--- config.mk ---
export PLATFORM = sky130hd
export DESIGN_NAME = jtkiwi_tiledraw
export DESIGN_NICKNAME = d
export VERILOG_FILES = /design/src/rtl/jtkiwi_draw_pkg.sv /design/src/rtl/jtkiwi_tiledraw_unpack.sv /design/src/rtl/jtkiwi_tiledraw.sv
export SDC_FILE = /design/constraint.sdc
export NUM_CORES = 1
export LEC_CHECK = 0
export CELL_PAD_IN_SITES_DETAIL_PLACEMENT = 1
export CELL_PAD_IN_SITES_GLOBAL_PLACEMENT = 1
export CORE_MARGIN = 2
export CORE_UTILIZATION = 32
export DETAILED_ROUTE_END_ITERATION = 8
export PLACE_DENSITY_LB_ADDON = 0.1
export SETUP_SLACK_MARGIN = 0.4
export SYNTH_ARGS = -nofsm -noshare
export SYNTH_HDL_FRONTEND = slang
export SYNTH_SLANG_ARGS = --single-unit
--- constraint.sdc ---
create_clock -name clk -period 3 [get_ports clk]
set_clock_uncertainty 0.2 [all_clocks]
set_input_delay 0.75 -clock clk [delete_from_list [all_inputs] [get_ports clk]]
set_output_delay 0.75 -clock clk [all_outputs]
set_load 0.05 [all_outputs]
--- src/rtl/jtkiwi_draw_pkg.sv ---
// Shared definitions for the SETA tile row renderer: FSM encoding, field
// positions in the draw command and the plane de-interleave helper.
package jtkiwi_draw_pkg;

  typedef enum logic [1:0] {
    IDLE  = 2'd0,
    FETCH = 2'd1,
    DRAW  = 2'd2
  } draw_state_t;

  // Field positions inside the tile code word
  localparam int HFLIP    = 15;
  localparam int VFLIP    = 14;
  localparam int TILE_MSB = 12;

  // Palette slice inside the attribute word
  localparam int PAL_MSB = 15;
  localparam int PAL_LSB = 11;

  // Pixel value that leaves the line buffer untouched
  localparam logic [3:0] TRANSPARENT = 4'd0;

  // Gather pixel p (0 = leftmost) from a word holding four 8-bit planes,
  // plane 3 in the top byte. Pixel p lives at bit 7-p of each plane byte.
  function automatic logic [3:0] plane_pixel(input logic [31:0] word,
                                             input logic [2:0]  p);
    logic [2:0] bit_idx;
    bit_idx = ~p;  // 7 - p for a 3-bit index
    plane_pixel = {word[{2'd3, bit_idx}], word[{2'd2, bit_idx}],
                   word[{2'd1, bit_idx}], word[{2'd0, bit_idx}]};
  endfunction

endpackage

--- src/rtl/jtkiwi_tiledraw_unpack.sv ---
// Plane de-interleaver: holds the fetched ROM word(s) and produces the
// 4-bit pixel for the current pixel counter and horizontal flip.
// With JTKIWI_TILEDRAW_PREFETCH_EN defined a second word register holds
// the half-1 data so it can be fetched while half 0 is being drawn.
module jtkiwi_tiledraw_unpack
  import jtkiwi_draw_pkg::*;
(
  input  logic        clk,
  input  logic        load0,
`ifdef JTKIWI_TILEDRAW_PREFETCH_EN
  input  logic        load1,
  input  logic        half,
`endif
  input  logic [31:0] rom_data,
  input  logic [2:0]  pix,
  input  logic        hflip,
  output logic [3:0]  pixel
);

  logic [31:0] word0;
  logic [2:0]  pix_idx;

  assign pix_idx = hflip ? ~pix : pix;

  // Capture the word for the half being drawn (or half 0 in prefetch builds)
  // NOTE: no reset on the word registers; each is reloaded before DRAW reads
  // it and the line buffer outputs are gated to zero outside DRAW.
  always_ff @(posedge clk) begin
    if (load0) word0 <= rom_data;
  end

`ifdef JTKIWI_TILEDRAW_PREFETCH_EN
  logic [31:0] word1;

  // Capture the half-1 word fetched during the half-0 pixels
  always_ff @(posedge clk) begin
    if (load1) word1 <= rom_data;
  end

  assign pixel = plane_pixel(half ? word1 : word0, pix_idx);
`else
  assign pixel = plane_pixel(word0, pix_idx);
`endif

endmodule

--- src/rtl/jtkiwi_tiledraw.sv ---
// Tile row renderer: accepts one draw command, fetches the 16-pixel row as
// two 32-bit ROM words and writes the opaque pixels to the line buffer,
// one per clock. Define JTKIWI_TILEDRAW_PREFETCH_EN to overlap the half-1
// ROM fetch with the half-0 pixel writes.
module jtkiwi_tiledraw
  import jtkiwi_draw_pkg::*;
#(
  parameter int HALF_CNT = 2
) (
  input  logic        clk,
  input  logic        rst,
  input  logic        draw,
  output logic        busy,
  input  logic [15:0] code,
  input  logic [15:0] attr,
  input  logic [8:0]  xpos,
  input  logic [3:0]  ysub,
  output logic [17:0] rom_addr,
  output logic        rom_cs,
  input  logic        rom_ok,
  input  logic [31:0] rom_data,
  output logic [8:0]  buf_addr,
  output logic        buf_we,
  output logic [8:0]  buf_din
);

  localparam logic LAST_HALF = 1'(HALF_CNT - 1);

  draw_state_t       state, state_nx;
  logic [TILE_MSB:0] tile;
  logic              hflip, vflip;
  logic [4:0]        pal;
  logic [8:0]        xpos_r;
  logic [3:0]        ysub_r;
  logic              half;
  logic [2:0]        pix;
  logic              req, req_half, req_first;
  logic              got;
  logic              accept;
  logic              half_end;
  logic              load0;
  logic [3:0]        pixel;
  logic              unused_bits;
`ifdef JTKIWI_TILEDRAW_PREFETCH_EN
  logic              have1;
  logic              load1;
`endif

  assign unused_bits = ^{code[13], attr[PAL_LSB-1:0]};

  // Data is only trusted once the address has been stable for a cycle
  assign got      = req & ~req_first & rom_ok;
  assign accept   = (state == IDLE) & draw;
  assign half_end = (state == DRAW) & (pix == 3'd7) & (half != LAST_HALF);

  assign rom_cs   = req;
  assign rom_addr = req ? {tile, ysub_r ^ {4{vflip}}, req_half ^ hflip} : '0;

  // FSM state register
  always_ff @(posedge clk) begin
    if (rst) state <= IDLE;
    else     state <= state_nx;
  end

  // Next state and line buffer outputs
  always_comb begin
    // NOTE: every output of this block gets a default first, so no path
    // through the case leaves one unassigned and no latch is inferred.
    state_nx = state;
    busy     = 1'b0;
    buf_we   = 1'b0;
    buf_addr = '0;
    buf_din  = '0;
    case (state)
      IDLE: begin
        if (draw) state_nx = FETCH;
      end
      FETCH: begin
        busy = 1'b1;
        if (got) state_nx = DRAW;
      end
      DRAW: begin
        busy     = 1'b1;
        buf_addr = xpos_r + {5'd0, half, pix};
        buf_din  = {pal, pixel};
        buf_we   = (pixel != TRANSPARENT);
        if (pix == 3'd7) begin
          if (half == LAST_HALF)  state_nx = IDLE;
`ifdef JTKIWI_TILEDRAW_PREFETCH_EN
          else if (have1 || got)  state_nx = DRAW;
`endif
          else                    state_nx = FETCH;
        end
      end
      default: state_nx = IDLE;
    endcase
  end

  // Latch the command fields when a draw is accepted
  always_ff @(posedge clk) begin
    if (rst) begin
      tile   <= '0;
      hflip  <= 1'b0;
      vflip  <= 1'b0;
      pal    <= '0;
      xpos_r <= '0;
      ysub_r <= '0;
    end else if (accept) begin
      tile   <= code[TILE_MSB:0];
      hflip  <= code[HFLIP];
      vflip  <= code[VFLIP];
      pal    <= attr[PAL_MSB:PAL_LSB];
      xpos_r <= xpos;
      ysub_r <= ysub;
    end
  end

  // Pixel counter and current half
  always_ff @(posedge clk) begin
    if (rst) begin
      pix  <= '0;
      half <= 1'b0;
    end else begin
      if (state == DRAW) pix <= pix + 3'd1;
      else               pix <= '0;
      if (accept)        half <= 1'b0;
      else if (half_end) half <= 1'b1;
    end
  end

  // ROM request sequencing; req_first marks the cycle after an address change
  always_ff @(posedge clk) begin
    if (rst) begin
      req       <= 1'b0;
      req_half  <= 1'b0;
      req_first <= 1'b0;
`ifdef JTKIWI_TILEDRAW_PREFETCH_EN
      have1     <= 1'b0;
`endif
    end else begin
      req_first <= 1'b0;
      if (accept) begin
        req       <= 1'b1;
        req_half  <= 1'b0;
        req_first <= 1'b1;
`ifdef JTKIWI_TILEDRAW_PREFETCH_EN
        have1     <= 1'b0;
      end else if (got && !req_half) begin
        req_half  <= 1'b1;
        req_first <= 1'b1;
      end else if (got) begin
        req   <= 1'b0;
        have1 <= 1'b1;
      end
`else
      end else if (got) begin
        req <= 1'b0;
      end else if (half_end) begin
        req       <= 1'b1;
        req_half  <= 1'b1;
        req_first <= 1'b1;
      end
`endif
    end
  end

`ifdef JTKIWI_TILEDRAW_PREFETCH_EN
  assign load0 = got & ~req_half;
  assign load1 = got &  req_half;
`else
  assign load0 = got;
`endif

  jtkiwi_tiledraw_unpack u_unpack (
    .clk      (clk),
    .load0    (load0),
`ifdef JTKIWI_TILEDRAW_PREFETCH_EN
    .load1    (load1),
    .half     (half),
`endif
    .rom_data (rom_data),
    .pix      (pix),
    .hflip    (hflip),
    .pixel    (pixel)
  );

endmodule

Word level (Yosys, flattened, before mapping)
Index checks and enable logic that the tools add are counted.
- output and inout bits: 39
- register bits after elaboration: 74
- input bits: 81
- logic and storage cells: 71
- $lt $le $gt $ge: 4
- add/subtract/negate cells: 2
- multiplexer cells: 25
- bitwise gates (word level): 13
- eq/ne operators: 6
- reduce and logical (&&, ||, !) cells: 8
- operators by type and width (cell ; number):
    $mux 18 ; 1
    $mux 9 ; 2
    $mux 1 ; 13
    $bmux 1 s3 ; 4
    $lt 5x6->1 const B ; 2
    $add 9x4->9 ; 1
    $lt 3x6->1 const B ; 1
    $lt 4x6->1 const B ; 1
    $mux 2 ; 3
    $ne 2x2->1 const B ; 3
    $not 3->3 ; 2
    $pmux 2 s3 ; 1
    $reduce_or 2->1 ; 3
    $and 1x1->1 ; 5
    $not 1->1 ; 4
    $reduce_bool 4->1 ; 1
    $xor 4x4->4 ; 1
    $add 3x1->3 const B ; 1
    $eq 3x3->1 const B ; 1
    $mux 3 ; 1
    $reduce_and 3->1 ; 1
    $reduce_bool 3->1 ; 1
    $eq 2x1->1 const B ; 1
    $eq 2x2->1 const B ; 1
    3 further kinds ; 3

Longest topological paths before layout
Gate-level depths: netlist (run 1).
- depth in word-level cells: 7
- mapped depth: 7

Hierarchy
Synthesis (run 1) repeated with hierarchy kept, for this count alone.
- cell total of the unflattened synthesis: 343
- area total of the unflattened synthesis: 3646.0 um^2
- by module, submodules not included (module ; area each (um^2) ; cells an instance ; times used):
    jtkiwi_tiledraw ; 2135.8 ; 272 ; 1
    jtkiwi_tiledraw_unpack ; 1510.2 ; 71 ; 1

Worst setup path after synthesis (run 1)
No wires, ideal clock.
- path kind: reg-to-output
- from: register pix[0]
- to: output port buf_addr[6]
- setup slack: -0.195 ns
- arrival time: 2.245 ns
- cell stages (with the launch flop): 7
- cell sequence: dfxtp_1 > ha_1 > fa_1 > a21o_1 > a21oi_1 > o21ai_0 > a21oi_1
- word-level cells in the longest chain between the ends: 2
- ends and longest elaborated chain (what ; line ; text):
    from (decl) ; jtkiwi_tiledraw.sv:36 ; logic [2:0] pix;
    from (signal assigned) ; jtkiwi_tiledraw.sv:124 ; if (state == DRAW) pix <= pix + 3'd1;
    $add 9x4->9 ; jtkiwi_tiledraw.sv:84 ; buf_addr = xpos_r + {5'd0, half, pix};
    $mux 9 ; jtkiwi_tiledraw.sv:74 ; case (state)
    to (decl) ; jtkiwi_tiledraw.sv:22 ; output logic [8:0] buf_addr,
Every way passes these cells.

Worst setup path after layout (run 1)
- from: register pix[0]
- to: output port buf_we
- word-level cells in the longest chain between the ends: 7
- elaborated cells on any way between the ends: 13
- classes of those cells: 10 x mux; 2 x bitwise; 1 x reduce/logical
- ends and longest elaborated chain (what ; line ; text):
    $not 3->3 ; jtkiwi_tiledraw_unpack.sv:23 ; assign pix_idx = hflip ? ~pix : pix;
    $mux 3 * ; jtkiwi_tiledraw_unpack.sv:23 ;
    $not 3->3 * ; jtkiwi_draw_pkg.sv:28 ; bit_idx = ~p;
    $bmux 1 s3, on equally long branches ; jtkiwi_draw_pkg.sv:30, jtkiwi_draw_pkg.sv:29 ;
    $mux 1, on equally long branches ; jtkiwi_draw_pkg.sv:30, jtkiwi_draw_pkg.sv:29 ;
    $reduce_bool 4->1 * ; jtkiwi_tiledraw.sv:86 ; buf_we = (pixel != TRANSPARENT);
    $mux 1 * ; jtkiwi_tiledraw.sv:74 ;
    to (decl) ; jtkiwi_tiledraw.sv:23 ; output logic buf_we,
Every way passes the cells marked *; elsewhere a longest branch is shown, timed or not. The select of a mux whose other input is x is not followed.

==> results of run 1 <==
## power breakdown
part           internal, mW  switching, mW  total [mW]
clock                 0.502          0.383       0.885
sequential             1.19         0.0940        1.28
combinational         0.496          0.694        1.19
## final cells by class
class	instances	area, µm²
sequential	74	1820
inverter	8	33.8
timing repair buffer	135	1500
multi-input combinational	275	1940
tap	140	175
fill	1188	5200
clock inverter	4	43.8
clock buffer	12	188
## logic make-up after synthesis
kind of cell	after synthesis
DFF	74
AOI/OAI and AO/OA	96
adders and majority gates	11
buffers and inverters	33
xor gates and xnor gates	8
and+or+nand+nor	144
muxes	16
## flip-flops by register name (all words and copies together) (netlist names)
signal	count
pal	5
req_half	1
tile	13
hflip	1
vflip	1
half	1
req_first	1
pix	3
ysub_r	4
xpos_r	9
rom_cs	1
u_unpack.word0	32
state	2
## placed cells by master, fill, tap and decap left out, types with 3 or more instances in the layout
cell type,instances
sky130_fd_sc_hd__a22oi_2,3
sky130_fd_sc_hd__inv_1,7
sky130_fd_sc_hd__clkdlybuf4s15_2,3
sky130_fd_sc_hd__buf_8,4
sky130_fd_sc_hd__nor2_1,9
sky130_fd_sc_hd__mux2i_1,11
sky130_fd_sc_hd__clkdlybuf4s15_1,7
sky130_fd_sc_hd__ha_1,7
sky130_fd_sc_hd__and2_4,5
sky130_fd_sc_hd__buf_12,18
sky130_fd_sc_hd__o22ai_1,6
sky130_fd_sc_hd__a22o_1,7
sky130_fd_sc_hd__nand2_1,72
sky130_fd_sc_hd__and2_1,26
sky130_fd_sc_hd__clkdlybuf4s50_1,68
sky130_fd_sc_hd__a21oi_2,4
sky130_fd_sc_hd__a21o_1,3
sky130_fd_sc_hd__dfxtp_2,3
sky130_fd_sc_hd__dfxtp_4,3
sky130_fd_sc_hd__mux2_4,3
sky130_fd_sc_hd__nor3_1,6
sky130_fd_sc_hd__xnor2_2,3
sky130_fd_sc_hd__edfxtp_1,32
sky130_fd_sc_hd__a21oi_4,5
sky130_fd_sc_hd__nor2_2,3
sky130_fd_sc_hd__a21oi_1,52
sky130_fd_sc_hd__o22ai_2,4
sky130_fd_sc_hd__clkbuf_8,10
sky130_fd_sc_hd__or3_4,3
sky130_fd_sc_hd__dfxtp_1,36
sky130_fd_sc_hd__buf_4,22
sky130_fd_sc_hd__dlygate4sd2_1,3
sky130_fd_sc_hd__buf_6,8
sky130_fd_sc_hd__or2_2,4
sky130_fd_sc_hd__xor2_1,5
sky130_fd_sc_hd__a31o_2,3
## worst max-delay path, delay by kind of cell, from the launching register on
family	cells	cell delay (ps)
AOI/OAI and AO/OA	4	980
buffers and inverters	1	160
DFF	1	450
muxes	1	360
## metal layers
layer  part of all wire  vias to the layer above  track usage  wire length [µm]
met1               0.43                     1502        0.218              4620
met2               0.48                       71        0.280              5160
li1                   -                     1562            -                 -
met3              0.065                       15       0.0628               696
met5                  0                        -            0                 0
met4              0.016                        0       0.0678               174
## path summary, 6_finish.rpt
check        cells past startpoint  slack [ps]                    end                  start
max                              6        -260                 buf_we      pix[0]$_SDFF_PP0_
min                              2         260  tile[12]$_SDFFE_PP0P_  tile[12]$_SDFFE_PP0P_
max reg2reg                      7         940    rom_cs$_SDFFE_PP0P_  state[0]$_SDFFE_PP0P_
min reg2reg                      2         260  tile[12]$_SDFFE_PP0P_  tile[12]$_SDFFE_PP0P_
## timing repair
action,4_1_cts,5_1_grt
gates resized for setup,58,48
gates cloned,0,0
endpoints found under the hold margin,0,0
pin swaps,12,13
buffers inserted,7,6
endpoints found under the setup margin,28,28
## stage by stage
step / hold slack, ps / setup TNS (ps)
after floorplan: 232 / 0
after global placement: 238 / 0
after detailed placement: 245 / 0
after CTS: 256 / -757
after global routing: 281 / -1770
final: 256 / -921
==> impl_metrics.py, run 1 <==
metrics = {
    "timing": {
        "final_max_slew_viol_count": 0,
        "maximum_clock_rate_mhz": 306,
        "worst-slew-pin-transition_ps": 535,
        "finalCritPeriodShare": 1.09,
        "rsz0062_at_grt": "true",
        "final_hold_violations": 0,
        "final.setup.worst_slack_ps": -265,
        "setup_viol_count_final": 6,
        "relSlewSlack": 0.641,
        "fin_crit_ps": 3260,
    },
    "logic_synthesis": {
        "synth.largest_area_cell": "sky130_fd_sc_hd__edfxtp_1",
        "synth_cell_type_count": 39,
        "yosys_warnings": 0,
        "synthAdderAreaFrac": 0.0404,
        "synth_largest_type_area_fraction": 0.268,
        "synth_common_cells": "sky130_fd_sc_hd__nand2_1 (73), sky130_fd_sc_hd__a21oi_1 (60), sky130_fd_sc_hd__dfxtp_1 (42), sky130_fd_sc_hd__edfxtp_1 (32), sky130_fd_sc_hd__and2_1 (30)",
        "yosys.cell_count.top_type": "sky130_fd_sc_hd__nand2_1",
        "synth-xor-area-share": 0.0195,
        "synth_compound_area_frac": 0.157,
        "number_of_cells_produced_by_synthesis": 382,
        "postSynthRegisterBits": 74,
        "most_used_flip_flop_cell_after_synthesis": "sky130_fd_sc_hd__dfxtp_1",
        "dominant_combinational_cell_family_by_area_after_synthesis": "simple AND/OR/NAND/NOR gates",
        "synth_nets": 474,
        "synthesized_area_fraction_occupied_by_and_or_nand_nor_cells": 0.191,
        "summed_instance_area_of_the_synthesized_netlist_um2": 3590,
        "avgSynthCellArea_um2": 9.40,
        "ys_async_sr_fraction": 0,
        "yosysSeqAreaShare": 0.502,
        "synth_top_cells_by_area": "sky130_fd_sc_hd__edfxtp_1 (27%), sky130_fd_sc_hd__dfxtp_1 (23%), sky130_fd_sc_hd__a21oi_1 (8.4%)",
        "synth_edf_count": 32,
        "synthMuxAreaShare": 0.0460,
    },
    "flow_run": {
        "drv_cap": 0,
    },
    "cells_and_area": {
        "postLayoutCellArea_um2": 5690,
        "num_antenna_cells": 0,
        "layout-drive-gt1-share": 0.270,
        "final_core_utilization": 0.523,
        "synthToLayoutAreaGrowth_pct": 58.5,
        "finish.cell_count_without_fillers": 648,
        "nets": 595,
    },
    "floorplan": {
        "die_width_um": 110,
        "floorplan.rows": 38,
        "fp.dieArea_um2": 12100,
        "top_level_ports": 120,
        "die_h_um": 110,
        "floorplan.initialDensity": 0.330,
        "core-area_um2": 10900,
    },
    "routing": {
        "drt_iter0_drc": 138,
        "wl_per_cell_um": 16.4,
        "ant_nets": 0,
        "routed_wl_um": 10600,
        "num_vias": 3150,
        "first_pass_iters": 4,
        "drt-vias-per-instance": 4.86,
        "post-route-drc-count": 0,
    },
    "placement": {
        "dpl_worst_slack_ps": 82.4,
        "dp.cells": 619,
        "place.detailed.hpwl_um": 7060,
        "portBuffers": 107,
        "postPlaceCellArea_um2": 5040,
        "finalWeightedCongestion": 0.803,
    },
    "power_and_ir_drop": {
        "power.density_nw_per_um2": 590,
        "post-layout-total-power_mw": 3.36,
        "cellLeakagePower_nw": 2.14,
        "vdd_drop_max_mv": 0.493,
    },
    "clock_tree": {
        "cts-root-to-sink-buffers": 2,
        "clockRootBuffer": "sky130_fd_sc_hd__clkbuf_8",
        "tritoncts": "yes",
        "clock_sinks": 74,
        "worst_path_clk_slew_ps": 70,
        "max_h_tree_level": 3,
        "cts_made_buffers": 9,
        "clk-insertion-delay-late_ps": 360,
        "ctsHoldBuffers": 0,
    },
    "setup_path": {
        "timing.setup.critical_path_class": "reg2out",
        "crit_path_max_fanout": 8,
        "end_kind": "output port",
        "worstPathArrival_ps": 2310,
        "critPathMaxStageDelay_ps": 500,
        "crit_path_top_delay_cell": "sky130_fd_sc_hd__o41a_4",
        "required_ps": 2050,
        "path_cells": "mux2_1, o22ai_1, a21oi_1, a22o_1, o41a_4, buf_8",
        "critical_path.startpoint_type": "flop",
    },
    "outcome": {
        "failed_checks": "negative setup slack",
        "status": "complete, but fails checks",
    },
    "global_routing": {
        "overall_routing_resource_usage": 0.176,
        "grt_pass1_wl_um": 16200,
        "aggregate_global_routing_overflow": 0,
        "first_global_vias": 3262,
        "grt_start_max_net_pins": 43,
        "grt_antenna_before_repair": 0,
    },
    "worst_hold_path": {
        "timing.hold.worst.class": "reg2reg",
    },
}
No activity file was read; power rests on OpenSTA's default activity.
==> inputs of run 2 (changes only) <==
- CORE_MARGIN: 2 -> not set
- PLACE_DENSITY: not set -> 0.77
- PLACE_DENSITY_LB_ADDON: 0.1 -> not set
==> run 2 against run 1 <==
Highest routed layer unchanged; power fell by 0.80%; register-to-register slack about the same; sequential share of layout area up 0.27 points; final area decreased by 0.84%; via count up 2.0%; the flow still finishes with violations (negative setup slack); sequential power hardly changed; maximum frequency rose by 1.3%; count of clock-buffer cells in the layout rose by 2.
==> impl_metrics.py, run 2 (synthesized netlist as in run 1, its figures left out) <==
metrics = {
    "routing": {
        "routed_wl_um": 11400,
        "drt_iter0_drc": 97,
        "detailroute.wirelength.met2_um": 5940,
        "route.met3.wl_um": 618,
        "drt-vias-per-instance": 4.97,
        "maxUsedRoutingLayer": "met4",
        "ant_nets": 0,
        "met1_length_um": 4620,
        "first_pass_iters": 4,
        "wl_per_cell_um": 17.6,
        "post-route-drc-count": 0,
        "num_vias": 3212,
    },
    "clock_tree": {
        "worst_path_clk_slew_ps": 70,
        "cts_made_buffers": 9,
        "cts-root-to-sink-buffers": 2,
        "clock_sinks": 74,
        "clockRootBuffer": "sky130_fd_sc_hd__clkbuf_8",
        "max_h_tree_level": 3,
        "tritoncts": "yes",
        "clk-insertion-delay-late_ps": 360,
        "ctsHoldBuffers": 0,
    },
    "floorplan": {
        "floorplan.rows": 38,
        "die_h_um": 108,
        "core-area_um2": 10900,
        "fp.dieArea_um2": 11600,
        "die_width_um": 108,
        "top_level_ports": 120,
        "floorplan.initialDensity": 0.330,
    },
    "placement": {
        "portBuffers": 107,
        "dpl_worst_slack_ps": 60.9,
        "finalWeightedCongestion": 0.794,
        "place.detailed.hpwl_um": 7410,
    },
    "global_routing": {
        "grt_pass1_wl_um": 16800,
        "overall_routing_resource_usage": 0.189,
        "aggregate_global_routing_overflow": 0,
        "first_global_vias": 3386,
        "grt_antenna_before_repair": 0,
        "grt_start_max_net_pins": 43,
    },
    "setup_path": {
        "critical_path.n_buffers_inverters": 3,
        "crit_path_top_delay_cell": "sky130_fd_sc_hd__o41a_4",
        "worst-r2r-cell-count": 8,
        "timing.setup.critical_path_class": "reg2out",
        "path_common_cell": "sky130_fd_sc_hd__buf_12",
        "critPathMaxStageDelay_ps": 480,
        "critical_path.startpoint_type": "flop",
        "required_ps": 2050,
        "critical_path.reg2reg.endpoint": "state[1]$_SDFFE_PP0P_",
        "critical-path-top-delay-family": "compound AO/OA/AOI/OAI gates",
        "worstReg2RegStart": "pix[0]$_SDFF_PP0_",
        "end_kind": "output port",
        "worstPathArrival_ps": 2270,
        "path_cells": "buf_12, buf_12, mux2i_1, o22ai_1, a21oi_1, a22oi_2, o41a_4, buf_8",
        "r2r_setup_slack_ps": 930,
        "crit_path_max_fanout": 6,
    },
    "worst_hold_path": {
        "worstHoldPathCells": 2,
        "timing.hold.worst_endpoint": "pal[1]$_SDFFE_PP0P_",
        "timing.hold.worst.class": "reg2reg",
        "worst_hold_startpoint": "pal[1]$_SDFFE_PP0P_",
    },
    "timing": {
        "setup_viol_count_final": 10,
        "maximum_clock_rate_mhz": 310,
        "relSlewSlack": 0.647,
        "final_hold_violations": 0,
        "final_max_slew_viol_count": 0,
        "rsz0062_at_grt": "true",
        "fin_crit_ps": 3220,
        "worst-slew-pin-transition_ps": 530,
        "final.setup.worst_slack_ps": -225,
        "finalCritPeriodShare": 1.07,
    },
    "power_and_ir_drop": {
        "cellLeakagePower_nw": 2.13,
        "vdd_drop_max_mv": 0.384,
        "power.density_nw_per_um2": 591,
    },
    "cells_and_area": {
        "num_antenna_cells": 0,
        "final_core_utilization": 0.518,
        "layout.cells.most_common": "sky130_fd_sc_hd__nand2_1",
        "nets": 593,
        "regMostFlops": "u_unpack.word0",
        "layout-drive-gt1-share": 0.261,
        "most-common-layout-cells": "sky130_fd_sc_hd__nand2_1 (72), sky130_fd_sc_hd__clkdlybuf4s50_1 (68), sky130_fd_sc_hd__a21oi_1 (52)",
        "largest_registers": "u_unpack.word0 x32, tile x13, xpos_r x9",
        "largest_register_ffs": 32,
        "final.fill_count": 1208,
        "synthToLayoutAreaGrowth_pct": 57.2,
    },
    "outcome": {
        "status": "complete, but fails checks",
        "failed_checks": "negative setup slack",
    },
    "flow_run": {
        "drv_cap": 0,
    },
}
==> run 2: metal layers <==
layer  track usage  vias to the layer above
met1         0.208                     1553
met3        0.0545                       17
li1              -                     1564
met5             0                        -
met4        0.0773                        0
met2         0.339                       78
==> run 2: worst max-delay path by stage <==
stage / startpoint / to / slack, ps / depth (start not counted)
2_1_floorplan: pix[0]$_SDFF_PP0_ / buf_we / 310 / 6
5_1_grt: pix[0]$_SDFF_PP0_ / buf_we / -310 / 8
3_3_place_gp: hflip$_SDFFE_PP0P_ / buf_we / 100 / 6
6_report: pix[0]$_SDFF_PP0_ / buf_we / -220 / 8
3_5_place_dp: hflip$_SDFFE_PP0P_ / buf_we / 60 / 6
4_1_cts: pix[1]$_SDFF_PP0_ / buf_we / -150 / 7
==> run 2: final cells by class <==
type | count | area [µm²] | area share
sequential | 74 | 1820 | 0.322
inverter | 8 | 30.0 | 0.00532
timing repair buffer | 133 | 1480 | 0.263
tap | 140 | 175 | 0.0310
clock inverter | 2 | 35.0 | 0.00621
clock buffer | 14 | 173 | 0.0306
multi-input combinational | 275 | 1930 | 0.342
==> run 2: timing repair <==
item / in CTS / in global routing
setup buffers: 5 / 6
pin swaps: 13 / 14
gates resized for setup: 70 / 34
setup endpoints to repair: 32 / 26
gates cloned: 0 / 1
==> run 2: stage by stage <==
stage	hold WS (ps)	area (µm²)	TNS [ps]	power [mW]	cells
finish	254	5640	-874	3.33	646
detailed placement	246	5040	0	2.40	618
global placement	237	5040	0	2.36	618
CTS	258	5440	-835	3.28	639
global route	271	5640	-1650	3.51	646
floorplan	232	3700	0	1.99	382
==> run 2: tightest hold or removal path, stage by stage (launching register included) <==
cell	delay (ps)
sky130_fd_sc_hd__dfxtp_1	310
sky130_fd_sc_hd__nand2_1	50
sky130_fd_sc_hd__a21oi_1	50
==> run 2: power by group <==
| part | internal, mW | switching (mW) |
|---|---|---|
| registers | 1.19 | 0.106 |
| clock network | 0.453 | 0.387 |
| logic | 0.499 | 0.697 |
==> inputs of run 3 (changes only) <==
- PLACE_DENSITY: 0.77 -> 0.73
==> run 3 against run 2 <==
The run still ends with negative setup slack left; die area unchanged; register-to-register slack worse by 120 ps; routed wire length down 1.8%; non-clock buffer count increased by 5; hold slack improved by 0.94 ps; final area increased by 1.0%; clock power fell by 8.8%; global-route usage is 1.1 points higher; flip-flop and latch count stayed put; sequential share of layout area down 0.31 points; critical path depth decreased by 1; worst setup slack better by 9.4 ps; critical path type unchanged; critical endpoint unchanged; largest power group unchanged; highest routed layer unchanged.
==> impl_metrics.py, run 3 (synthesized netlist as in run 1, its figures left out) <==
metrics = {
    "outcome": {
        "status": "complete, but fails checks",
        "failed_checks": "negative setup slack",
    },
    "clock_tree": {
        "clk-insertion-delay-late_ps": 360,
        "clock_sinks": 74,
        "cts_made_buffers": 9,
        "max_h_tree_level": 3,
        "ctsHoldBuffers": 0,
        "clockRootBuffer": "sky130_fd_sc_hd__clkbuf_8",
        "tritoncts": "yes",
        "cts-root-to-sink-buffers": 2,
        "worst_path_clk_slew_ps": 70,
    },
    "setup_path": {
        "critical-path-top-delay-family": "compound AO/OA/AOI/OAI gates",
        "critical_path.startpoint_type": "flop",
        "path_cells": "buf_12, mux2i_1, o22ai_1, a21oi_2, a22oi_2, o41a_4, buf_8",
        "worstPathArrival_ps": 2270,
        "crit_path_top_delay_cell": "sky130_fd_sc_hd__o41a_4",
        "required_ps": 2050,
        "critPathMaxStageDelay_ps": 510,
        "crit_path_max_fanout": 12,
        "end_kind": "output port",
        "timing.setup.critical_path_class": "reg2out",
        "critical_path.n_buffers_inverters": 2,
    },
    "routing": {
        "drt_iter0_drc": 84,
        "ant_nets": 0,
        "first_pass_iters": 4,
        "drt-vias-per-instance": 4.94,
        "post-route-drc-count": 0,
        "routed_wl_um": 11200,
        "wl_per_cell_um": 17.2,
        "num_vias": 3217,
    },
    "global_routing": {
        "grt_start_max_net_pins": 43,
        "grt_antenna_before_repair": 0,
        "first_global_vias": 3520,
        "grt_pass1_wl_um": 17500,
        "aggregate_global_routing_overflow": 0,
        "overall_routing_resource_usage": 0.200,
    },
    "flow_run": {
        "drv_cap": 0,
    },
    "timing": {
        "final_hold_violations": 0,
        "rsz0062_at_grt": "true",
        "fin_crit_ps": 3220,
        "finalCritPeriodShare": 1.07,
        "setup_viol_count_final": 7,
        "relSlewSlack": 0.566,
        "worst-slew-pin-transition_ps": 651,
        "final_max_slew_viol_count": 0,
        "setup_tns_ps": -1060,
        "final.setup.worst_slack_ps": -215,
        "maximum_clock_rate_mhz": 311,
    },
    "cells_and_area": {
        "largest_register_ffs": 32,
        "most-common-layout-cells": "sky130_fd_sc_hd__nand2_1 (72), sky130_fd_sc_hd__clkdlybuf4s50_1 (68), sky130_fd_sc_hd__a21oi_1 (51)",
        "layout.cells.most_common": "sky130_fd_sc_hd__nand2_1",
        "nets": 598,
        "largest_registers": "u_unpack.word0 x32, tile x13, xpos_r x9",
        "regMostFlops": "u_unpack.word0",
        "final.fill_count": 1198,
        "layout.area.seq_um2": 1820,
        "num_antenna_cells": 0,
        "layout-drive-gt1-share": 0.276,
        "multi_input_comb_area_um2": 1970,
        "synthToLayoutAreaGrowth_pct": 58.8,
    },
    "floorplan": {
        "fp.dieArea_um2": 11600,
        "floorplan.rows": 38,
        "core-area_um2": 10900,
        "die_h_um": 108,
        "floorplan.initialDensity": 0.330,
        "die_width_um": 108,
        "top_level_ports": 120,
    },
    "placement": {
        "portBuffers": 107,
        "place.detailed.hpwl_um": 7430,
        "dpl_worst_slack_ps": 62.2,
        "finalWeightedCongestion": 0.831,
    },
    "power_and_ir_drop": {
        "cellLeakagePower_nw": 2.15,
        "power.density_nw_per_um2": 576,
        "vdd_drop_max_mv": 0.411,
    },
    "worst_hold_path": {
        "timing.hold.worst.class": "reg2reg",
    },
}
## run 3: cell count changes in the layout (fill, tap and decap cells not counted), sizes merged
cell           before  now
buf                46   56
dlygate4sd2         6    3
bufinv              1    0
clkdlybuf4s15      10    9
## run 3: timing repair
item / in CTS / in global routing
setup buffers: 12 / 5
gates resized for setup: 69 / 36
pin swaps: 20 / 15
endpoints found under the setup margin: 27 / 29
cloned: 0 / 0
## run 3: area by class of cell
type	instances	share of cell area
Multi-Input combinational cell	275	0.346
Sequential cell	74	0.319
Tap cell	140	0.0307
Timing Repair Buffer	138	0.265
Clock buffer	15	0.0336
Clock inverter	1	0.000878
Inverter	8	0.00527
## run 3: path summary, 6_finish.rpt
| path | from | end | slack, ps | cells after the start |
|---|---|---|---|---|
| max | pix[0]$_SDFF_PP0_ | buf_we | -220 | 7 |
| min | pal[1]$_SDFFE_PP0P_ | pal[1]$_SDFFE_PP0P_ | 260 | 2 |
| max reg2reg | state[0]$_SDFFE_PP0P_ | rom_cs$_SDFFE_PP0P_ | 810 | 7 |
| min reg2reg | pal[1]$_SDFFE_PP0P_ | pal[1]$_SDFFE_PP0P_ | 260 | 2 |
## run 3: power by group
group	internal [mW]	switching, mW	total, mW
clock	0.405	0.361	0.766
combinational	0.518	0.703	1.22
sequential	1.19	0.107	1.30
## run 3: tightest hold or removal path: cells and delay by family (launching register included)
family	cells	cell delay [ps]
DFF	1	310
and+or+nand+nor	1	50
AOI/OAI and AO/OA	1	50
## run 3: stage by stage
| step | cells | hold slack, ps | total power, mW | instance area [µm²] | util |
|---|---|---|---|---|---|
| 2_1_floorplan | 382 | 232 | 1.99 | 3700 | - |
| 5_1_grt | 651 | 276 | 3.47 | 5700 | 0.524 |
| 4_1_cts | 646 | 258 | 3.28 | 5540 | 0.509 |
| 3_3_place_gp | 618 | 238 | 2.39 | 5050 | 0.464 |
| 6_report | 651 | 255 | 3.28 | 5700 | 0.524 |
| 3_5_place_dp | 618 | 247 | 2.43 | 5050 | 0.464 |
## run 3: layer usage
metal,vias up,track usage,share of wire
li1,1570,-,-
met1,1552,0.225,0.41
met2,78,0.351,0.52
met3,17,0.0642,0.048
met4,0,0.0734,0.020
met5,-,0,0
